<file path="config.mk">
export PLATFORM = sky130hd
export DESIGN_NAME = bp_encode_scheduler_flat
export DESIGN_NICKNAME = d
export VERILOG_FILES = /design/src/rtl/bp_encode_scheduler_if.sv /design/src/rtl/bp_encode_scheduler.sv /design/src/flat_wrapper.sv
export SDC_FILE = /design/constraint.sdc
export NUM_CORES = 1
export LEC_CHECK = 0
export ABC_AREA = 1
export CAP_MARGIN = 25
export CORE_MARGIN = 3
export CORE_UTILIZATION = 55
export CTS_BUF_LIST = sky130_fd_sc_hd__clkbuf_16
export DETAILED_ROUTE_END_ITERATION = 8
export GPL_ROUTABILITY_DRIVEN = 0
export GPL_TIMING_DRIVEN = 0
export PLACE_DENSITY = 0.86
export SYNTH_ARGS = -nofsm -noshare
export SYNTH_HDL_FRONTEND = slang
export SYNTH_SLANG_ARGS = --single-unit
export TNS_END_PERCENT = 50
</file>
<file path="constraint.sdc">
create_clock -name clk -period 6.3 [get_ports clk]
set_input_delay 1.26 -clock clk [delete_from_list [all_inputs] [get_ports clk]]
set_output_delay 1.26 -clock clk [all_outputs]
set_load 0.05 [all_outputs]
</file>
<file path="src/rtl/bp_encode_scheduler_if.sv">
// Group-descriptor and encoder-control bundle for bp_encode_scheduler.
// master = scheduler side, slave = upstream/encoder side.
interface bp_encode_scheduler_if #(
  parameter int NUM_COMP = 3
);
  logic                grp_valid;
  logic                grp_ready;
  logic [1:0]          grp_ecgidx;
  logic [1:0]          grp_sub_sample;
  logic [NUM_COMP-1:0] grp_comp_mask;
  logic                enc_load;
  logic [1:0]          enc_component_idx;
  logic [1:0]          enc_ecgidx;
  logic [1:0]          enc_sub_sample_info;
  logic                enc_component_skip;
  logic                enc_underflow_prevention;
  logic                enc_valid_op;
  logic [5:0]          enc_size;

  modport master (
    input  grp_valid, grp_ecgidx, grp_sub_sample, grp_comp_mask, enc_valid_op, enc_size,
    output grp_ready, enc_load, enc_component_idx, enc_ecgidx, enc_sub_sample_info,
           enc_component_skip, enc_underflow_prevention
  );

  modport slave (
    output grp_valid, grp_ecgidx, grp_sub_sample, grp_comp_mask, enc_valid_op, enc_size,
    input  grp_ready, enc_load, enc_component_idx, enc_ecgidx, enc_sub_sample_info,
           enc_component_skip, enc_underflow_prevention
  );
endinterface

</file>
<file path="src/rtl/bp_encode_scheduler.sv">
// BP-mode ECG encode scheduler: issues each component of a group and models rate-buffer fill.
// Optional WAIT watchdog enabled by defining BPS_TIMEOUT_EN.
module bp_encode_scheduler #(
  parameter int NUM_COMP   = 3,
  parameter int BUF_SIZE   = 4096,
  parameter int DRAIN_BITS = 32,
  parameter int UF_THRESH  = 256,
  parameter int HEADROOM   = 150
`ifdef BPS_TIMEOUT_EN
  , parameter int TIMEOUT_CYC = 64
`endif
) (
  input  logic                          clk,
  input  logic                          rst,
  bp_encode_scheduler_if.master         bus,
  input  logic                          drain_en,
  output logic [$clog2(BUF_SIZE+1)-1:0] fullness,
  output logic                          grp_done,
  output logic                          overflow,
  output logic                          timeout_err
);
  localparam int FW = $clog2(BUF_SIZE+1);
  localparam logic signed [FW:0] BUF_S   = (FW+1)'(BUF_SIZE);
  localparam logic signed [FW:0] DRAIN_S = (FW+1)'(DRAIN_BITS);
  localparam logic [FW-1:0]      BUF_U   = FW'(BUF_SIZE);
  localparam logic [FW-1:0]      RDY_LIM = FW'(BUF_SIZE - HEADROOM);
  localparam logic [FW-1:0]      UF_LIM  = FW'(UF_THRESH);
  localparam logic [1:0]         LAST    = 2'(NUM_COMP - 1);

  typedef enum logic [1:0] {IDLE, ISSUE, WAIT, DONE} st_e;

  st_e                 st_q, st_d;
  logic [1:0]          comp_q, comp_d;
  logic [1:0]          ecg_q, ecg_d;
  logic [1:0]          sub_q, sub_d;
  logic [NUM_COMP-1:0] mask_q, mask_d;
  logic                skip_q, skip_d;
  logic                upf_q, upf_d;
  logic [FW-1:0]       full_q, full_d;
  logic                rdy_q;
  logic                ovf_q, ovf_set;
  logic signed [FW:0]  sum;
  logic                tmo_hit;
  logic                adv;

`ifdef BPS_TIMEOUT_EN
  localparam int TW = $clog2(TIMEOUT_CYC+1);
  logic [TW-1:0] tmo_q;
  logic          terr_q;

  // A timeout only fires when the encoder stays silent in the limit cycle.
  assign tmo_hit = (st_q == WAIT) && !bus.enc_valid_op && (tmo_q == TW'(TIMEOUT_CYC-1));

  always_ff @(posedge clk or negedge rst) begin
    if (!rst) begin
      tmo_q  <= '0;
      terr_q <= 1'b0;
    end else begin
      if (st_q == ISSUE)     tmo_q <= '0;
      else if (st_q == WAIT) tmo_q <= tmo_q + TW'(1);
      if (tmo_hit)           terr_q <= 1'b1;
    end
  end
  assign timeout_err = terr_q;
`else
  assign tmo_hit     = 1'b0;
  assign timeout_err = 1'b0;
`endif

  assign adv = bus.enc_valid_op || tmo_hit;

  // Add/drain in one signed expression, then clamp into [0, BUF_SIZE].
  always_comb begin
    sum = $signed({1'b0, full_q});
    if (st_q == WAIT && bus.enc_valid_op) sum = sum + $signed({{(FW-5){1'b0}}, bus.enc_size});
    if (drain_en) sum = sum - DRAIN_S;
    ovf_set = 1'b0;
    full_d  = full_q;
    if (sum[FW]) begin
      full_d = '0;
    end else if (sum > BUF_S) begin
      full_d  = BUF_U;
      ovf_set = 1'b1;
    end else begin
      full_d = sum[FW-1:0];
    end
  end

  always_comb begin
    st_d   = st_q;
    comp_d = comp_q;
    ecg_d  = ecg_q;
    sub_d  = sub_q;
    mask_d = mask_q;
    case (st_q)
      IDLE: if (bus.grp_valid && rdy_q) begin
        ecg_d  = bus.grp_ecgidx;
        sub_d  = bus.grp_sub_sample;
        mask_d = bus.grp_comp_mask;
        comp_d = '0;
        st_d   = ISSUE;
      end
      ISSUE: st_d = WAIT;
      WAIT: if (adv) begin
        if (comp_q == LAST) begin
          st_d = DONE;
        end else begin
          comp_d = comp_q + 2'd1;
          st_d   = ISSUE;
        end
      end
      DONE:    st_d = IDLE;
      default: st_d = IDLE;
    endcase
  end

  // Per-component controls are captured on entry to ISSUE so they hold through WAIT.
  always_comb begin
    skip_d = skip_q;
    upf_d  = upf_q;
    if (st_d == ISSUE && st_q != ISSUE) begin
      skip_d = ~mask_d[comp_d];
      upf_d  = full_d < UF_LIM;
    end
  end

  always_ff @(posedge clk or negedge rst) begin
    if (!rst) begin
      st_q   <= IDLE;
      comp_q <= '0;
      ecg_q  <= '0;
      sub_q  <= '0;
      mask_q <= '0;
      skip_q <= 1'b0;
      upf_q  <= 1'b0;
      full_q <= '0;
      rdy_q  <= 1'b0;
      ovf_q  <= 1'b0;
    end else begin
      st_q   <= st_d;
      comp_q <= comp_d;
      ecg_q  <= ecg_d;
      sub_q  <= sub_d;
      mask_q <= mask_d;
      skip_q <= skip_d;
      upf_q  <= upf_d;
      full_q <= full_d;
      rdy_q  <= (st_d == IDLE) && (full_q <= RDY_LIM);
      if (ovf_set) ovf_q <= 1'b1;
    end
  end

  assign bus.grp_ready                = rdy_q;
  assign bus.enc_load                 = (st_q == ISSUE);
  assign bus.enc_component_idx        = comp_q;
  assign bus.enc_ecgidx               = ecg_q;
  assign bus.enc_sub_sample_info      = sub_q;
  assign bus.enc_component_skip       = skip_q;
  assign bus.enc_underflow_prevention = upf_q;
  assign fullness                     = full_q;
  assign grp_done                     = (st_q == DONE);
  assign overflow                     = ovf_q;
endmodule

</file>
<file path="src/flat_wrapper.sv">
// flat-port wrapper written by rule: the top's interface ports become plain ports
module bp_encode_scheduler_flat 
#(
  parameter int NUM_COMP   = 3,
  parameter int BUF_SIZE   = 4096,
  parameter int DRAIN_BITS = 32,
  parameter int UF_THRESH  = 256,
  parameter int HEADROOM   = 150

)
  (clk, rst, drain_en, fullness, grp_done, overflow, timeout_err, bus_grp_valid, bus_grp_ecgidx, bus_grp_sub_sample, bus_grp_comp_mask, bus_enc_valid_op, bus_enc_size, bus_grp_ready, bus_enc_load, bus_enc_component_idx, bus_enc_ecgidx, bus_enc_sub_sample_info, bus_enc_component_skip, bus_enc_underflow_prevention);
  bp_encode_scheduler_if #(.NUM_COMP(NUM_COMP)) bus_i ();
  input  logic clk;
  input  logic rst;
  input  logic drain_en;
  output logic [$clog2(BUF_SIZE+1)-1:0] fullness;
  output logic grp_done;
  output logic overflow;
  output logic timeout_err;
  input wire logic [$bits(bus_i.grp_valid)-1:0] bus_grp_valid;
  input wire logic [$bits(bus_i.grp_ecgidx)-1:0] bus_grp_ecgidx;
  input wire logic [$bits(bus_i.grp_sub_sample)-1:0] bus_grp_sub_sample;
  input wire logic [$bits(bus_i.grp_comp_mask)-1:0] bus_grp_comp_mask;
  input wire logic [$bits(bus_i.enc_valid_op)-1:0] bus_enc_valid_op;
  input wire logic [$bits(bus_i.enc_size)-1:0] bus_enc_size;
  output wire logic [$bits(bus_i.grp_ready)-1:0] bus_grp_ready;
  output wire logic [$bits(bus_i.enc_load)-1:0] bus_enc_load;
  output wire logic [$bits(bus_i.enc_component_idx)-1:0] bus_enc_component_idx;
  output wire logic [$bits(bus_i.enc_ecgidx)-1:0] bus_enc_ecgidx;
  output wire logic [$bits(bus_i.enc_sub_sample_info)-1:0] bus_enc_sub_sample_info;
  output wire logic [$bits(bus_i.enc_component_skip)-1:0] bus_enc_component_skip;
  output wire logic [$bits(bus_i.enc_underflow_prevention)-1:0] bus_enc_underflow_prevention;
  assign bus_i.grp_valid = bus_grp_valid;
  assign bus_i.grp_ecgidx = bus_grp_ecgidx;
  assign bus_i.grp_sub_sample = bus_grp_sub_sample;
  assign bus_i.grp_comp_mask = bus_grp_comp_mask;
  assign bus_i.enc_valid_op = bus_enc_valid_op;
  assign bus_i.enc_size = bus_enc_size;
  assign bus_grp_ready = bus_i.grp_ready;
  assign bus_enc_load = bus_i.enc_load;
  assign bus_enc_component_idx = bus_i.enc_component_idx;
  assign bus_enc_ecgidx = bus_i.enc_ecgidx;
  assign bus_enc_sub_sample_info = bus_i.enc_sub_sample_info;
  assign bus_enc_component_skip = bus_i.enc_component_skip;
  assign bus_enc_underflow_prevention = bus_i.enc_underflow_prevention;
  bp_encode_scheduler #(.NUM_COMP(NUM_COMP), .BUF_SIZE(BUF_SIZE), .DRAIN_BITS(DRAIN_BITS), .UF_THRESH(UF_THRESH), .HEADROOM(HEADROOM)) u_core (.clk(clk), .rst(rst), .bus(bus_i), .drain_en(drain_en), .fullness(fullness), .grp_done(grp_done), .overflow(overflow), .timeout_err(timeout_err));
endmodule
</file>
Word-level counts from Yosys, hierarchy flattened
Index checks and enable logic that the tools add are counted.
{ "word_totals": {"ff_bits": 28, "out_inout_bits": 26, "wordCells": 49, "inputBits": 18} }
{ "classes": {"order_cmp": 4, "add_sub_neg": 3, "n_mux": 18, "eq_ne": 6, "reduce_logical": 7, "bitwise": 1} }
{ "op_table": {"columns": ["op", "count"], "rows": [
  ["2-to-1 mux 14 bit", 2],
  ["2-to-1 mux 13 bit", 2],
  ["adder 13 x 6 -> 14 bit", 1],
  ["> comparator 14 bit (second input constant)", 1],
  ["subtractor 14 x 7 -> 14 bit (second input constant)", 1],
  ["less-or-equal comparator 13 x 12 -> 1 bit (second input constant)", 1],
  ["< comparator 13 x 9 -> 1 bit (second input constant)", 1],
  ["2-to-1 mux 2 bit", 6],
  ["one-hot mux 2 bit (4 select lines)", 1],
  ["equality test 2 bit (second input constant)", 3],
  ["2-to-1 mux 3 bit", 2],
  ["equality test 2 x 1 -> 1 bit (second input constant)", 2],
  ["logical AND 1 bit", 4],
  ["zero test 2 bit", 2],
  ["one-hot mux 2 bit (2 select lines)", 1],
  ["< comparator 2 x 3 -> 1 bit (second input constant)", 1],
  ["2-to-1 mux 1 bit", 3],
  ["adder 2 x 1 -> 2 bit (second input constant)", 1],
  ["binary-select mux 1 bit (select 2 bit)", 1],
  ["!= test 2 x 1 -> 1 bit (second input constant)", 1],
  ["AND reduction 2 bit", 1],
  ["NOT 1 bit", 1]
]} }

Depth between registers and ports, before layout
Gate-level depths: netlist of the first run.
{ "depth": {"word_depth": 9, "depth_mapped": 23, "depth_no_buf": 23} }

Worst setup path after synthesis of the first run
OpenSTA, ideal clock, no wires.
{ "synth_timing": {"path_type": "in2reg", "startpoint": "input port bus_enc_size[0]", "endpoint": "register u_core.full_q[6] (netlist: u_core.fullness[6])", "arrival_time_ns": 3.577, "setup_time_ns": 0.063, "stages": 23, "path_slack_ns": 2.660, "required_ns": 6.237, "path_buffers": 0, "path_cell_list": "ha_1 > fa_1 > nand2_1 > nand2_1 > nand3_1 > nand2_2 > nand2_1 > nand2_1 > nand2_1 > ha_1 > nand2_1 > inv_1 > nand3_2 > nor2_2 > nand2_1 > nand2_1 > nand2_1 > nor2_1 > nand2_1 > nand2_2 > nand2_4 > or2_1 > inv_1"} }
{ "synth_via": {"elab_chain_cells": 7} }
{ "synth_rtl": {"columns": ["element", "line", "source"], "rows": [
  ["start, declared", "flat_wrapper.sv:25", "input wire logic [$bits(bus_i.enc_size)-1:0] bus_enc_size;"],
  ["adder 13 x 6 -> 14 bit *", "bp_encode_scheduler.sv:75", "if (st_q == WAIT && bus.enc_valid_op) sum = sum + $signed({{(FW-5){1'b0}}, bus.enc_size});"],
  ["2-to-1 mux 14 bit *", "bp_encode_scheduler.sv:75", null],
  ["subtractor 14 x 7 -> 14 bit", "bp_encode_scheduler.sv:76", "if (drain_en) sum = sum - DRAIN_S;"],
  ["2-to-1 mux 14 bit *", "bp_encode_scheduler.sv:76", null],
  ["> comparator 14 bit", "bp_encode_scheduler.sv:81", "end else if (sum > BUF_S) begin"],
  ["2-to-1 mux 13 bit", "bp_encode_scheduler.sv:81", null],
  ["2-to-1 mux 13 bit *", "bp_encode_scheduler.sv:79", "if (sum[FW]) begin"],
  ["net u_core.full_d[6]", "bp_encode_scheduler.sv:39", "logic [FW-1:0] full_q, full_d;"],
  ["end signal, assigned", "bp_encode_scheduler.sv:147", "full_q <= full_d;"],
  ["end, declared", "bp_encode_scheduler.sv:39", null]
]} }
The timed path passes the listed nets; every way through them passes the cells marked *.
A chain may end at the register's enable or synchronous reset.

Final worst setup path of the first run
{ "layout_timing": {"startpoint": "input port bus_enc_size[0]", "endpoint": "register u_core.full_q[5] (netlist: u_core.fullness[5])"} }
The elaborated chain is that of the path after synthesis.

==> results.md, run 1 <==
* Post-synth EDFFs at 0
* Num rows at 21
* Die X-Extent at 66.5 µm
* Worst Skew at 0.00305 ns
* Mapped Area at 2010 µm²
* Post-CTS setup buffer count at 0
* VDD IR max at 0.381 mV
* Post-Syn Nets at 318
* Status: finished clean
* Setup TNS at 0 ns
* Worst-path cell chain: clkdlybuf4s50_1, ha_1, fa_1, nand2_1, nand2_1, nand3_1, nand2_2, nand2_1, nand2_1, nand2_1, ha_1, nand2_1, inv_1, nand3_2, nor2_2, nand3_1, nand2_1, nand2_1, nor2_1, nand2_1, nand2_2, nand2_4, or2_1, inv_1
* Number of max-cap violations at 0
* Area leader, netlist: dfrtp_1
* Worst min-delay path category: flop to flop
* IO Count at 44
* Initial antenna violation count at 0
* Root Driver: clkbuf_16
* Worst path slowest cell: clkdlybuf4s50_1
* CTS Sinks at 28
* WP data required at 6.50 ns
* Crit path top cell by count: nand2_1
* Ys Warns at 0
* Leakage at 1.33 nW
* Clock buffer depth at 2
* TritonCTS Buffers at 3
* DRC viols at 0
* Ant. Diodes at 0
* PostCTS Resize Cnt at 0
* Kind of start point of the critical path: input port
* Share of layout cells above drive strength 1 at 0.0890
* Synth top area cells: dfrtp_1, nand2_1, inv_1
* Hold Path Stages at 2
* Initial DRC count at 192
* CTS tree: done
* Final core occ at 0.755
* RSZ-0062 raised after global routing: false
* Initial Util at 0.585
* Hold Crit Start: u_core.overflow
* Die footprint at 4420 µm²
* Die Y at 66.5 µm
* Global route overflow at 0
* Power Density at 537 nW/µm²
* Synth cell types at 35
* H-tree levels at 1
* Worst-Margin Slew at 0.623 ns
* Seq/Total Area, Yosys at 0.348
* Area Growth Syn to Fin at 29.0%
* Total number of vias at 1,997
* Vias per inst at 5.21
* Hold Buf Count CTS at 0
* Aggregate routed wire length at 4.65 mm
* WP data arrival at 4.33 ns
* Final Hold Viols at 0
* First-pass GRT wire length at 7.98 mm
* Crit Path Category: input port to flop
* Vias in the first global route at 1,835
* Wire length per cell at 12.1 µm
* Hold Slack at 0.470 ns
* Fmax at 0.242 GHz
* Pin count of the biggest net entering global routing at 20
* Mean area per synthesized cell at 6.95 µm²
* Yosys reg bits at 28
* R2r endpoint: u_core.fullness[5]
* CP max FO at 10
* # setup viols final at 0
* Final ANT Viol Nets at 0
* Hold Path Sink: u_core.overflow
* Total GRT Usage at 0.233
* Worst-Skew Late Latency at 0.26 ns
* Cell depth of the worst flop-to-flop path at 23
* First-pass DRT Iterations at 4
* Post-DP HPWL at 3.74 mm
* Finished Cell Area at 2600 µm²
* Layout Nets at 366
* Share of the synthesized area in the top cell type at 0.348
* R2r setup slk at 3.18 ns
* I/O Buffers at 42
* Area after DPL at 2520 µm²
* Slowest cell delay on critical path at 0.40 ns
* Worst reg2reg path startpoint: u_core.fullness[0]
* Post-synth ARST share at 1.00
* Top FF cell, synth: dfrtp_1
* Fin crit period at 4.13 ns
* Slew Limit Fails at 0
* Final period util at 0.656
* Slew HR at 0.574
* Post-synthesis instance total at 290
* Clk pin slew, worst setup/hold paths at 0.06 ns
* Worst setup EP type: flop
* Core area at 3440 µm²
==> cell usage after synthesis, drive strengths merged, types with 2 or more instances <==
library cell / instances
nand2: 102
inv: 39
nor2: 32
dfrtp: 28
nand3: 28
nand4: 10
ha: 9
o21ai: 8
a21oi: 7
or2: 7
buf: 3
a31oi: 2
nor3: 2
o211ai: 2
o21bai: 2
xor2: 2
==> power breakdown <==
| group | switching, mW | leakage (nW) | internal (mW) |
|---|---|---|---|
| Combinational | 0.618 | 0.933 | 0.308 |
| Sequential | 0.0717 | 0.356 | 0.257 |
| Clock | 0.0546 | 0.0385 | 0.0849 |
| Total | 0.744 | 1.33 | 0.650 |
==> layout by cell type, fill, tap and decap left out, types with 2 or more instances in the layout <==
cell type,count
inv_2,3
clkbuf_16,3
or2_1,5
a21oi_1,5
ha_1,9
o211ai_1,2
inv_1,36
nand3_2,3
clkdlybuf4s50_1,42
o21ai_1,2
o21ai_0,6
nand4_1,10
nor2_2,4
nor3_1,2
nand2_1,94
nand2_2,7
or2_2,2
a31oi_1,2
o21bai_1,2
xor2_1,2
nor2_1,27
dfrtp_1,28
nand3_1,25
==> logic make-up after synthesis <==
group                    share of synthesized area
other                                      0.00186
AND/OR/NAND/NOR                              0.409
flip-flops                                   0.348
adder cells (fa/ha/maj)                     0.0658
buffers and inverters                       0.0845
XOR/XNOR                                    0.0130
AO/OA/AOI/OAI                               0.0783
==> worst max path at each step <==
stage	end	start	depth (start not counted)	slack, ns
after floorplan	u_core.fullness[6]	bus_enc_size[0]	23	2.66
after global placement	u_core.fullness[6]	bus_enc_size[0]	24	1.96
after detailed placement	u_core.fullness[5]	bus_enc_size[0]	24	1.92
after CTS	u_core.fullness[5]	bus_enc_size[0]	24	2.18
after global routing	u_core.fullness[5]	bus_enc_size[0]	24	1.85
final	u_core.fullness[5]	bus_enc_size[0]	24	2.17
==> layer usage <==
| metal | vias to the layer above | part of all wire | track usage |
|---|---|---|---|
| met4 | 0 | 0.0067 | 0.0558 |
| li1 | 1027 | - | - |
| met1 | 909 | 0.44 | 0.320 |
| met2 | 57 | 0.50 | 0.392 |
| met3 | 4 | 0.054 | 0.0270 |
| met5 | - | 0 | 0 |
==> flip-flops by register name (all words and copies together), names as in the netlist <==
signal / flops
u_core.bus.enc_sub_sample_info: 2
u_core.mask_q: 3
u_core.st_q: 2
u_core.overflow: 1
u_core.bus.grp_ready: 1
u_core.fullness: 13
u_core.bus.enc_component_idx: 2
u_core.bus.enc_underflow_prevention: 1
u_core.bus.enc_ecgidx: 2
u_core.bus.enc_component_skip: 1
==> layout make-up <==
class	count	area (µm²)
Buffer	3	23.8
Timing Repair Buffer	43	448
Clock inverter	1	3.75
Inverter	39	146
Sequential cell	28	701
Multi-Input combinational cell	220	1140
Fill cell	270	843
Tap cell	46	57.6
Clock buffer	3	75.1
==> metrics by stage <==
step	power, mW	setup WS (ns)	std cells
after floorplan	0.985	2.66	290
after global placement	1.22	1.96	378
after detailed placement	1.25	1.92	379
after CTS	1.40	2.18	383
after global routing	1.51	1.85	383
final	1.39	2.17	383
==> critical path, delay by kind of cell <==
kind                     cells  cell delay (ns)
buffers and inverters        3             0.54
adder cells (fa/ha/maj)      3             0.78
AND/OR/NAND/NOR             18             1.73
Note: power is estimated with default switching activity, not from simulation.
==> inputs of run 2 (changes only) <==
--- a/config.mk
+++ b/config.mk
@@ -8,12 +8,12 @@
 export ABC_AREA = 1
 export CAP_MARGIN = 25
 export CORE_MARGIN = 3
-export CORE_UTILIZATION = 55
+export CORE_UTILIZATION = 51
 export CTS_BUF_LIST = sky130_fd_sc_hd__clkbuf_16
 export DETAILED_ROUTE_END_ITERATION = 8
 export GPL_ROUTABILITY_DRIVEN = 0
 export GPL_TIMING_DRIVEN = 0
-export PLACE_DENSITY = 0.86
+export PLACE_DENSITY = 0.8
 export SYNTH_ARGS = -nofsm -noshare
 export SYNTH_HDL_FRONTEND = slang
 export SYNTH_SLANG_ARGS = --single-unit
==> constraint.sdc (replaced) <==
create_clock -name clk -period 4 [get_ports clk]
set_input_delay 0.8 -clock clk [delete_from_list [all_inputs] [get_ports clk]]
set_output_delay 0.8 -clock clk [all_outputs]
set_load 0.05 [all_outputs]
==> results.md, run 2 (synthesis results as in run 1) <==
* Status: finished clean (unchanged)
* Commonest cells after routing, fill and taps aside: nand2_1, clkdlybuf4s50_1, inv_1, dfrtp_1, nor2_1 (unchanged)
* Clock network power share at 0.101 (was 0.100)
* WP data arrival at 3.83 ns (was 4.33 ns)
* I/O Buffers at 42 (unchanged)
* Combinational Power Share at 0.663 (was 0.664)
* Initial Util at 0.538 (was 0.585)
* Worst-Skew Late Latency at 0.26 ns (about the same)
* Share of layout cells above drive strength 1 at 0.0950 (was 0.0890)
* Grt met2 use at 0.355 (was 0.392)
* Seq pwr share at 0.236 (about the same)
* Worst Skew at 0.00386 ns (was 0.00305 ns)
* Total GRT Usage at 0.211 (was 0.233)
* Buffers & Inverters on Critical Path at 3 (unchanged)
* Crit Path Category: input port to flop (unchanged)
* Clock buffer depth at 2 (unchanged)
* Levels on crit path at 24 (unchanged)
* Clk pin slew, worst setup/hold paths at 0.06 ns (about the same)
* Max reg flops at 13 (unchanged)
* Global route hottest layer: met2 (unchanged)
* First-pass DRT Iterations at 4 (unchanged)
* IO Count at 44 (unchanged)
* Post-CTS setup buffer count at 0 (unchanged)
* Final period util at 0.907
* Cell depth of the worst flop-to-flop path at 23 (unchanged)
* Root Driver: clkbuf_16 (unchanged)
* Num rows at 22 (was 21)
* Hold Slack at 0.468 ns (was 0.470 ns)
* Die Y at 68.8 µm (was 66.5 µm)
* GRT met1 Usage at 0.293 (was 0.320)
* Worst min-delay path category: flop to flop (unchanged)
* VDD IR max at 0.550 mV (was 0.381 mV)
* Aggregate routed wire length at 4.52 mm (was 4.65 mm)
* Finished Cell Area at 2610 µm² (was 2600 µm²)
* Wire length per cell at 11.7 µm (was 12.1 µm)
* Area after DPL at 2520 µm² (about the same)
* Worst path slowest cell: clkdlybuf4s50_1 (unchanged)
* Layout Nets at 366 (unchanged)
* Met3 usage in global routing at 0.0259 (was 0.0270)
* Int Pwr at 1.03 mW (was 650 µW)
* Tot Pwr at 2.19 mW (was 1.39 mW)
* Global route overflow at 0 (unchanged)
* Vias per inst at 5.14 (was 5.21)
* Worst-Margin Slew at 0.507 ns (was 0.623 ns)
* Switching Share at 0.531 (was 0.534)
* Die footprint at 4740 µm² (was 4420 µm²)
* Area Growth Syn to Fin at 29.6% (was 29.0%)
* Initial DRC count at 160 (was 192)
* Hold Buf Count CTS at 0 (unchanged)
* Crit path top cell by count: nand2_1 (unchanged)
* Die X-Extent at 68.8 µm (was 66.5 µm)
* Kind of start point of the critical path: input port (unchanged)
* Slowest cell delay on critical path at 0.41 ns (was 0.40 ns)
* # setup viols final at 0 (unchanged)
* Final Hold Viols at 0 (unchanged)
* Worst setup EP type: flop (unchanged)
* Pin count of the biggest net entering global routing at 22 (was 20)
* H-tree levels at 1 (unchanged)
* Fin crit period at 3.63 ns
* Delay-heaviest family, CP: simple AND/OR/NAND/NOR gates (unchanged)
* Commonest non-fill, non-tap cell in the layout: nand2_1 (unchanged)
* Leakage at 1.33 nW (about the same)
* Power Density at 839 nW/µm² (was 537 nW/µm²)
* DP Worst Slack at 0.0174 ns (was 1.92 ns)
* Ant. Diodes at 0 (unchanged)
* Total number of vias at 1,977 (was 1,997)
* Vias in the first global route at 1,802 (was 1,835)
* NetSw at 1.16 mW (was 744 µW)
* Filler Cells Inserted at 333 (was 270)
* Hold Path Stages at 2 (unchanged)
* Core area at 3740 µm² (was 3440 µm²)
* Final ANT Viol Nets at 0 (unchanged)
* Number of max-cap violations at 0 (unchanged)
* WP data required at 4.20 ns (was 6.50 ns)
* CP max FO at 10 (unchanged)
* Initial antenna violation count at 0 (unchanged)
* First-pass GRT wire length at 7.71 mm (was 7.98 mm)
* PostCTS Resize Cnt at 0 (unchanged)
* Final worst slack at 0.373 ns (was 2.17 ns)
* CTS Sinks at 28 (unchanged)
* TritonCTS Buffers at 3 (unchanged)
* Slew HR at 0.661 (was 0.574)
* DRC viols at 0 (unchanged)
* Setup TNS at 0 ns (unchanged)
* Post-DP HPWL at 3.69 mm (was 3.74 mm)
* Fmax at 0.276 GHz
* Slew Limit Fails at 0 (unchanged)
* Worst-path cell chain: clkdlybuf4s50_1, ha_2, fa_1, nand2_1, nand2_1, nand3_1, nand2_2, nand2_1, nand2_1, nand2_1, ha_1, nand2_1, inv_1, nand3_2, nor2_4, nand3_1, nand2_1, nand2_1, nor2_1, nand2_1, nand2_2, nand2_4, or2_1, inv_1 (was clkdlybuf4s50_1, ha_1, fa_1, nand2_1, nand2_1, nand3_1, nand2_2, nand2_1, nand2_1, nand2_1, ha_1, nand2_1, inv_1, nand3_2, nor2_2, nand3_1, nand2_1, nand2_1, nor2_1, nand2_1, nand2_2, nand2_4, or2_1, inv_1)
* CTS tree: done (unchanged)
-- run 2: final timing paths --
path / from / to / slack, ns
worst min register to register: u_core.overflow / u_core.overflow / 0.47
min in group asynchronous: rst / u_core.bus.enc_ecgidx[1] / 0.86
worst max register to register: u_core.fullness[0] / u_core.fullness[6] / 0.90
worst max-delay path: bus_enc_size[0] / u_core.fullness[6] / 0.37
max in group asynchronous: rst / u_core.fullness[11] / 2.69
worst min-delay path: u_core.overflow / u_core.overflow / 0.47
-- run 2: final cells by class --
class	instances	area, µm²	area share
Buffer	3	23.8	0.00910
Clock buffer	3	75.1	0.0287
Clock inverter	1	3.75	0.00144
Inverter	39	146	0.0561
Multi-Input combinational cell	220	1150	0.442
Sequential cell	28	701	0.268
Tap cell	48	60.1	0.0230
Timing Repair Buffer	43	448	0.172
-- run 2: per-stage QoR --
| step | utilization | cells |
|---|---|---|
| after floorplan | - | 290 |
| after global routing | 0.698 | 385 |
| final | 0.698 | 385 |
| after global placement | 0.666 | 380 |
| after detailed placement | 0.674 | 381 |
| after CTS | 0.695 | 385 |
-- run 2: metal layers --
layer	wire length (µm)	up-vias
met4	31	0
met2	2110	61
li1	-	1020
met1	2080	892
met5	0	-
met3	300	4
-- run 2: power groups by stage --
stage               clock [mW]  sequential, mW  combinational [mW]
finish                   0.221           0.516                1.45
global route             0.237           0.538                1.60
CTS                      0.225           0.518                1.45
floorplan                    0           0.831               0.721
detailed placement           0           0.523                1.44
global placement             0           0.519                1.41
-- run 2: worst register-to-register path: stages, from the launching register on --
cell and delay, ns:
dfrtp_1 0.41, ha_2 0.22, fa_1 0.37, nand2_1 0.09, nand2_1 0.07, nand3_1 0.08
nand2_2 0.10, nand2_1 0.09, nand2_1 0.06, nand2_1 0.10, ha_1 0.15, nand2_1 0.06
inv_1 0.09, nand3_2 0.13, nor2_4 0.13, nand3_1 0.07, nand2_1 0.06, nand2_1 0.09
nor2_1 0.11, nand2_1 0.07, nand2_2 0.11, nand2_4 0.09, or2_1 0.22, inv_1 0.05
